### src/rtl/pipeline_ctrl_pkg.sv
// pipeline_ctrl_pkg
// Shared definitions for the pipeline stall/flush controller: stall vector
// width and stage bit positions, the encoded stall patterns driven onto the
// stage registers, the controller FSM state type and the reset polarity.
// No ports; imported by the interface, the controller and its counter.
package pipeline_ctrl_pkg;

  localparam int PIPE_N = 6;

  // Bit positions inside the stall vector
  localparam int STALL_PC  = 0;
  localparam int STALL_IF  = 1;
  localparam int STALL_ID  = 2;
  localparam int STALL_EX  = 3;
  localparam int STALL_MEM = 4;
  localparam int STALL_WB  = 5;

  // A stage register bubbles when its own bit is set and the next bit is
  // clear, so each pattern's highest set bit picks the stage that bubbles.
  localparam logic [PIPE_N-1:0] STALL_PAT_NONE = 6'b000000;
  localparam logic [PIPE_N-1:0] STALL_PAT_IF   = 6'b000011;
  localparam logic [PIPE_N-1:0] STALL_PAT_ID   = 6'b000111;
  localparam logic [PIPE_N-1:0] STALL_PAT_MEM  = 6'b011111;

  localparam logic RESET_ENABLE = 1'b1;

  typedef enum logic {
    PC_RUN   = 1'b0,
    PC_DRAIN = 1'b1
  } pc_state_e;

endpackage

### src/rtl/pipeline_ctrl_if.sv
// pipeline_ctrl_if
// Bundles the stall requests coming from the stages and the stall/flush
// controls plus debug/performance outputs going back to them.
//   master : the controller (receives requests, drives stall/flush/counters)
//   slave  : the pipeline side (drives requests, receives controls)
// Parameter CNT_W sets the width of the two performance counters.
interface pipeline_ctrl_if #(
  parameter int CNT_W = 32
);
  import pipeline_ctrl_pkg::*;

  logic              if_stall_req;
  logic              if_fetch_done;
  logic              id_stall_req;
  logic              mem_stall_req;
  logic              ex_jump;
  logic [PIPE_N-1:0] stall_o;
  logic              flush_o;
  logic              discard_fetch_o;
  logic              drain_o;
  logic [CNT_W-1:0]  stall_cycles_o;
  logic [CNT_W-1:0]  flush_count_o;

  modport master (
    input  if_stall_req, if_fetch_done, id_stall_req, mem_stall_req, ex_jump,
    output stall_o, flush_o, discard_fetch_o, drain_o,
           stall_cycles_o, flush_count_o
  );

  modport slave (
    output if_stall_req, if_fetch_done, id_stall_req, mem_stall_req, ex_jump,
    input  stall_o, flush_o, discard_fetch_o, drain_o,
           stall_cycles_o, flush_count_o
  );

endinterface

### src/rtl/pipeline_ctrl_sat_counter.sv
// sat_counter
// Up-counter that stops at all-ones instead of wrapping.
// Ports:
//   clk   : clock
//   clear : synchronous clear to zero (takes priority over inc)
//   inc   : count one this cycle
//   count : current value
module sat_counter #(
  parameter int WIDTH = 32
) (
  input  logic             clk,
  input  logic             clear,
  input  logic             inc,
  output logic [WIDTH-1:0] count
);

  always_ff @(posedge clk) begin
    if (clear) begin
      count <= '0;
    end else if (inc && (count != {WIDTH{1'b1}})) begin
      count <= count + 1'b1;
    end
  end

endmodule

### src/rtl/pipeline_ctrl.sv
// pipeline_ctrl
// Central stall/flush controller for the 5-stage pipeline. Arbitrates stall
// requests from IF, ID and MEM against the EX redirect, tracks a fetch that
// is still in flight when a redirect happens (DRAIN state) so its data is
// dropped, and keeps saturating stall/flush cycle counters.
// Ports:
//   clk : clock
//   rst : synchronous active-high reset
//   bus : pipeline_ctrl_if.master (requests in; stall/flush/discard/drain and
//         counters out)
module pipeline_ctrl
  import pipeline_ctrl_pkg::*;
#(
  parameter int CNT_W = 32
) (
  input logic              clk,
  input logic              rst,
  pipeline_ctrl_if.master  bus
);

  pc_state_e         state;
  pc_state_e         state_next;
  logic [PIPE_N-1:0] stall;
  logic              flush;
  logic              discard;
  logic              in_reset;
  logic [CNT_W-1:0]  stall_cnt;
  logic [CNT_W-1:0]  flush_cnt;

  assign in_reset = (rst == RESET_ENABLE);

  // State register
  always_ff @(posedge clk) begin
    if (in_reset) begin
      state <= PC_RUN;
    end else begin
      state <= state_next;
    end
  end

  // Next-state logic
  always_comb begin
    state_next = state;
    case (state)
      PC_RUN: begin
        // A MEM stall freezes EX, so a concurrent jump is replayed later and
        // must not start a drain now.
        if (!bus.mem_stall_req && bus.ex_jump &&
            bus.if_stall_req && !bus.if_fetch_done) begin
          state_next = PC_DRAIN;
        end
      end
      PC_DRAIN: begin
        if (bus.if_fetch_done) begin
          state_next = PC_RUN;
        end
      end
      default: state_next = PC_RUN;
    endcase
  end

  // Output logic
  always_comb begin
    stall   = STALL_PAT_NONE;
    flush   = 1'b0;
    discard = 1'b0;
    if (!in_reset) begin
      case (state)
        PC_RUN: begin
          if (bus.mem_stall_req) begin
            stall = STALL_PAT_MEM;
          end else if (bus.ex_jump) begin
            flush   = 1'b1;
            // Data returning in the redirect cycle belongs to the wrong path.
            discard = bus.if_fetch_done;
          end else if (bus.id_stall_req) begin
            stall = STALL_PAT_ID;
          end else if (bus.if_stall_req) begin
            stall = STALL_PAT_IF;
          end
        end
        PC_DRAIN: begin
          // PC holds the redirect target and ID holds a bubble while the
          // stale fetch is still outstanding.
          discard = 1'b1;
          stall   = bus.mem_stall_req ? STALL_PAT_MEM : STALL_PAT_IF;
          flush   = bus.ex_jump;
        end
        default: begin
          stall = STALL_PAT_NONE;
        end
      endcase
    end
  end

  sat_counter #(.WIDTH(CNT_W)) u_stall_cnt (
    .clk   (clk),
    .clear (in_reset),
    .inc   (stall[STALL_PC]),
    .count (stall_cnt)
  );

  sat_counter #(.WIDTH(CNT_W)) u_flush_cnt (
    .clk   (clk),
    .clear (in_reset),
    .inc   (flush),
    .count (flush_cnt)
  );

  assign bus.stall_o         = stall;
  assign bus.flush_o         = flush;
  assign bus.discard_fetch_o = discard;
  // Debug and counter outputs are forced to zero while reset is held.
  assign bus.drain_o         = !in_reset && (state == PC_DRAIN);
  assign bus.stall_cycles_o  = in_reset ? '0 : stall_cnt;
  assign bus.flush_count_o   = in_reset ? '0 : flush_cnt;

endmodule

### src/flat_wrapper.sv
// flat-port wrapper written by rule: the top's interface ports become plain ports
module pipeline_ctrl_flat import pipeline_ctrl_pkg::*;
#(
  parameter int CNT_W = 32
)
  (clk, rst, bus_if_stall_req, bus_if_fetch_done, bus_id_stall_req, bus_mem_stall_req, bus_ex_jump, bus_stall_o, bus_flush_o, bus_discard_fetch_o, bus_drain_o, bus_stall_cycles_o, bus_flush_count_o);
  pipeline_ctrl_if #(.CNT_W(CNT_W)) bus_i ();
  input logic clk;
  input logic rst;
  input wire logic [$bits(bus_i.if_stall_req)-1:0] bus_if_stall_req;
  input wire logic [$bits(bus_i.if_fetch_done)-1:0] bus_if_fetch_done;
  input wire logic [$bits(bus_i.id_stall_req)-1:0] bus_id_stall_req;
  input wire logic [$bits(bus_i.mem_stall_req)-1:0] bus_mem_stall_req;
  input wire logic [$bits(bus_i.ex_jump)-1:0] bus_ex_jump;
  output wire logic [$bits(bus_i.stall_o)-1:0] bus_stall_o;
  output wire logic [$bits(bus_i.flush_o)-1:0] bus_flush_o;
  output wire logic [$bits(bus_i.discard_fetch_o)-1:0] bus_discard_fetch_o;
  output wire logic [$bits(bus_i.drain_o)-1:0] bus_drain_o;
  output wire logic [$bits(bus_i.stall_cycles_o)-1:0] bus_stall_cycles_o;
  output wire logic [$bits(bus_i.flush_count_o)-1:0] bus_flush_count_o;
  assign bus_i.if_stall_req = bus_if_stall_req;
  assign bus_i.if_fetch_done = bus_if_fetch_done;
  assign bus_i.id_stall_req = bus_id_stall_req;
  assign bus_i.mem_stall_req = bus_mem_stall_req;
  assign bus_i.ex_jump = bus_ex_jump;
  assign bus_stall_o = bus_i.stall_o;
  assign bus_flush_o = bus_i.flush_o;
  assign bus_discard_fetch_o = bus_i.discard_fetch_o;
  assign bus_drain_o = bus_i.drain_o;
  assign bus_stall_cycles_o = bus_i.stall_cycles_o;
  assign bus_flush_count_o = bus_i.flush_count_o;
  pipeline_ctrl #(.CNT_W(CNT_W)) u_core (.clk(clk), .rst(rst), .bus(bus_i));
endmodule
### config.mk
export PLATFORM = sky130hd
export DESIGN_NAME = pipeline_ctrl_flat
export DESIGN_NICKNAME = d
export VERILOG_FILES = /design/src/rtl/pipeline_ctrl_pkg.sv /design/src/rtl/pipeline_ctrl_if.sv /design/src/rtl/pipeline_ctrl_sat_counter.sv /design/src/rtl/pipeline_ctrl.sv /design/src/flat_wrapper.sv
export SDC_FILE = /design/constraint.sdc
export NUM_CORES = 1
export LEC_CHECK = 0
export CAP_MARGIN = 0
export CORE_MARGIN = 2
export CORE_UTILIZATION = 35
export DETAILED_ROUTE_END_ITERATION = 6
export PLACE_DENSITY = 0.68
export SLEW_MARGIN = 20
export SYNTH_ARGS = -nofsm -noshare
export SYNTH_HDL_FRONTEND = slang
export SYNTH_SLANG_ARGS = --single-unit
### constraint.sdc
create_clock -name clk -period 1.9 [get_ports clk]
set_input_delay 0.19 -clock clk [delete_from_list [all_inputs] [get_ports clk]]
set_output_delay 0.19 -clock clk [all_outputs]
set_load 0.005 [all_outputs]
After elaboration in Yosys (flattened, before gate mapping)
Index checks and enable logic that the tools add are counted. Widths: inputs -> output; s select.

Word-level logic and storage cells: 37. Output and inout port bits: 73. Register bits after elaboration: 65.

Reduce and logical (&&, ||, !) cells: 9. Add/sub/neg operators: 2. Bitwise logic cells: 1. Muxes and demuxes: 20. Equality and inequality tests: 2.

Operators by type and width (count): $add 32x1->32 const B (2); $mux 32 (2); $ne 32x32->1 const B (2); $mux 6 (4); $pmux 6 s2 (1); $mux 1 (8); $logic_and 1x1->1 (6); $pmux 1 s2 (3); $mux 5 (1); $logic_not 1->1 (3); $mux 2 (1); $not 1->1 (1).

Depth between registers and ports, before layout
Depth after elaboration: 7. Mapped depth: 8. Depth with buffers taken out: 6.

Modules after synthesis
Synthesis repeated with hierarchy kept, for this count alone.

Cells, all modules: 489. Area, all modules: 3920.0 µm².

Modules (own cells, without submodules): sat_counter (area an instance 1674.1 µm², instances 2, cells an instance 199, seq. area each 640.6 µm²); pipeline_ctrl (area an instance 571.8 µm², instances 1, cells an instance 91, seq. area each 20.0 µm²).

Least setup slack after synthesis
No wires, ideal clock.

Path type: reg2reg. Start point: register u_core.u_stall_cnt.count[0]. End point: register u_core.u_stall_cnt.count[20]. Setup slack: -0.037 ns. Clock period less this slack: 1.937 ns. Required time: 1.779 ns. Library setup time: 0.121 ns. Data arrival time: 1.816 ns. Cell stages (with the launch flop): 7. Cells stage by stage: dfxtp_1 > ha_1 > nand3_1 > nor4_2 > nand2_1 > nor4b_1 > mux2_2.

Longest elaborated chain between the ends: 2.

RTL lines: from (decl) (line pipeline_ctrl_sat_counter.sv:14) `output logic [WIDTH-1:0] count`; from (signal assigned) (line pipeline_ctrl_sat_counter.sv:21) `count <= count + 1'b1;`; branches (longest 2 deep; another with $add 32x1->32).

Parallel ways; which one is timed is not known. A chain may end at the register's enable or synchronous reset.

Worst setup path after layout
Start point: register u_core.u_stall_cnt.count[12]. End point: register u_core.u_stall_cnt.count[15].

The elaborated chain is that of the path after synthesis.

==> run_results.csv <==
group,metric,value,unit
worst_setup_path,path_delay_family,"simple AND/OR/NAND/NOR gates",
sta,setup_viol,0,
layout,n_fill_cell,1005,
cts,cts_buffers,9,
floorplanning,ioPinCount,80,
detailed_routing,drt_wl_total,11450,um
worst_setup_path,crit_buf_inv,0,
layout,fin_cells,815,
yosys,synth_top_area_frac,0.3389,
worst_setup_path,worst-setup-path-type,"register to register",
cts,cts.sinks,65,
layout,drive_gt1_frac,0.3244,
layout,layout_common_cells,"buf_4 (110), clkdlybuf4s50_1 (74), nor2b_1 (53)",
sta,rsz0062_at_grt,"yes",
floorplanning,dieWidth,108.7,um
yosys,syn_area_per_cell,7.901,um2
floorplanning,fp-row-count,38,
placement,gp_congestion,0.8748,
sta,finalClockSkew,0.007836,ns
yosys,synth_area_leaders,"dfxtp_1 (34%), nor2b_1 (8.8%), mux2_2 (6.7%)",
floorplanning,initial_core_util,0.3558,
yosys,synthArstFlopShare,0,
worst_setup_path,cp-end-kind,"register",
detailed_routing,wl_per_cell,14.05,um
global_routing,grt_pass1_vias,4134,
cts,htreeDepth,3,
layout,nets,681,
worst_setup_path,path_max_fanout,4,
detailed_routing,vias,4236,
global_routing,grt_use_total,0.1939,
placement,port_buffers,78,
placement,dp_cells,787,
yosys,synth_edf_count,0,
cts,holdBufCountCts,0,
yosys,ys_ff_latch,65,
pwr,power_density,445.3,nW/um2
yosys,yosysSeqAreaShare,0.3389,
pwr,p_leak,2.373,nW
cts,cts.clk_slew.worst_paths,0.07,ns
layout,register_area,1330,um2
placement,placed_cell_area,5498,um2
placement,hpwlAfterDp,8299,um
global_routing,grt_pass1_wl,18370,um
sta,hold_viol,0,
yosys,synth_top_area_cell,"dfxtp_1",
sta,fin_crit_sh,0.9985,
global_routing,antenna_found_initial,0,
cts,clk_latency,0.35,ns
yosys,syn-num-nets,495,
worst_setup_path,crit_path_max_incr_delay,0.55,ns
layout,layout_commonest_cell,"buf_4",
sta,fin_crit,1.897,ns
yosys,synthFlopType,"dfxtp_1",
sta,whs,0.2916,ns
worst_setup_path,cp.arrival,2.13,ns
yosys,synth_area,3840,um2
floorplanning,core_area,10790,um2
worst_setup_path,slowest_stage,"or4_4",
detailed_routing,route.detailed.drc,0,
sta,finalSetupTns,0,ns
cts,cts_tree,"built",
cts,cts_buffer_depth,2,
layout,diodes,0,
pwr,power,2.691,mW
floorplanning,dieArea,11830,um2
run_status,status,"finished, final reports clean",
yosys,ys_warn_count,0,
detailed_routing,drt_pass1_iterations,5,
sta,slew_violations,0,
cts,cts-root-buf,"clkbuf_8",
yosys,syn_inst,486,
worst_setup_path,crit_chain,"nand4_1 -> or4_4 -> o31a_1 -> nand3_1 -> mux2_4",
layout,syn_to_final_growth,57.38,%
worst_setup_path,critPathLaunchType,"register",
min_path,hold_class,"input port to register",
pwr,ir_worst_vdd,0.0003208,V
detailed_routing,via_per_inst,5.198,
global_routing,grt_max_degree,61,
worst_setup_path,critPathRequiredTime,2.14,ns
layout,multi_input_area,2577,um2
global_routing,grt.overflow.total,0,
layout,fin_area,6043,um2
flow_run,max-cap-violations,0,
yosys,synth_cell_type_count,52,
detailed_routing,ant_nets,0,
detailed_routing,first_iter_violations,179,
floorplanning,chipHeight,108.7,um
sta,fmax,0.5271,GHz
==> what timing repair did <==
action,CTS,global route
gates resized for setup,31,51
hold endpoints to repair,0,0
pin swaps,15,23
setup buffers,10,4
endpoints found under the setup margin,41,49
cloned,0,0
==> per-stage QoR <==
stage / setup WS (ns) / util
detailed placement: -0.2788 / 0.5094
global placement: -0.2147 / 0.5094
floorplan: 0.004189 / -
CTS: -0.02242 / 0.5406
finish: 0.002826 / 0.5599
global route: -0.05916 / 0.5599
==> worst min-delay path, cell delays in order <==
cell     delay (ns)
buf_4          0.10
buf_12         0.25
a21oi_2        0.05
==> power by group <==
| part | total [mW] | leakage (nW) | internal, mW | switching, mW |
|---|---|---|---|---|
| clock | 1.07 | 0.0826 | 0.534 | 0.533 |
| combinational | 0.242 | 1.76 | 0.122 | 0.120 |
| sequential | 1.38 | 0.534 | 1.37 | 0.0110 |
| total | 2.69 | 2.37 | 2.03 | 0.665 |
==> routing by layer <==
layer / share of wire / track usage / vias up
met5: 0 / 0 / -
li1: - / - / 2102
met3: 0.048 / 0.04065 / 20
met2: 0.51 / 0.3460 / 118
met1: 0.42 / 0.2249 / 1996
met4: 0.019 / 0.07875 / 0
==> logic make-up (layout without fill, tap and decap cells) <==
logic type	Yosys count	in the layout	share of synthesized area
adder cells (fa/ha/maj)	2	2	0.006516
AO/OA/AOI/OAI	65	65	0.1095
other	1	1	0.0009766
AND/OR/NAND/NOR	277	277	0.3995
XOR/XNOR	10	10	0.02281
multiplexers	24	24	0.07006
buffers and inverters	42	231	0.05181
flip-flops	65	65	0.3389
==> synthesized netlist by cell type, types with 2 or more instances <==
cell type  number
xnor2_1         3
dfxtp_1        65
or4_1          17
a21oi_1        18
and4_1          6
nand3_1        27
nand2_1        46
and3_1          4
mux2_2         23
nor4_2          3
nor2_1         54
nand4_1        16
nand4bb_1       2
nor4_1          7
o21a_1          2
buf_2           3
nor3_1         11
o21ai_0        24
xor2_1          7
clkbuf_1       12
inv_1          19
o31a_1          2
buf_6           3
or3_1          14
o31ai_1         9
nor2b_1        54
nor3_2          3
and2_1          2
ha_1            2
nand2b_1        2
nand3_2         2
buf_4           4
==> sequential cells by signal, indices dropped and copies added (netlist names) <==
register                  flops
u_core.u_stall_cnt.count     32
u_core.u_flush_cnt.count     32
u_core.state                  1
==> cell type report <==
| class | instances | share of cell area |
|---|---|---|
| flip-flops and latches | 65 | 0.2201 |
| well taps | 140 | 0.02899 |
| multi-input cells | 379 | 0.4265 |
| repair buffers | 197 | 0.2851 |
| inverters | 20 | 0.01242 |
| clock buffers | 14 | 0.02692 |
==> worst paths after layout <==
path	to	from	slack [ns]	depth (start not counted)
min reg2reg	u_core.u_stall_cnt.count[10]	u_core.u_stall_cnt.count[10]	0.45	1
max reg2reg	u_core.u_stall_cnt.count[15]	u_core.u_stall_cnt.count[12]	0.003	5
max	u_core.u_stall_cnt.count[15]	u_core.u_stall_cnt.count[12]	0.003	5
min	u_core.u_stall_cnt.count[25]	rst	0.29	3
Power figures use the tool's default switching activity.
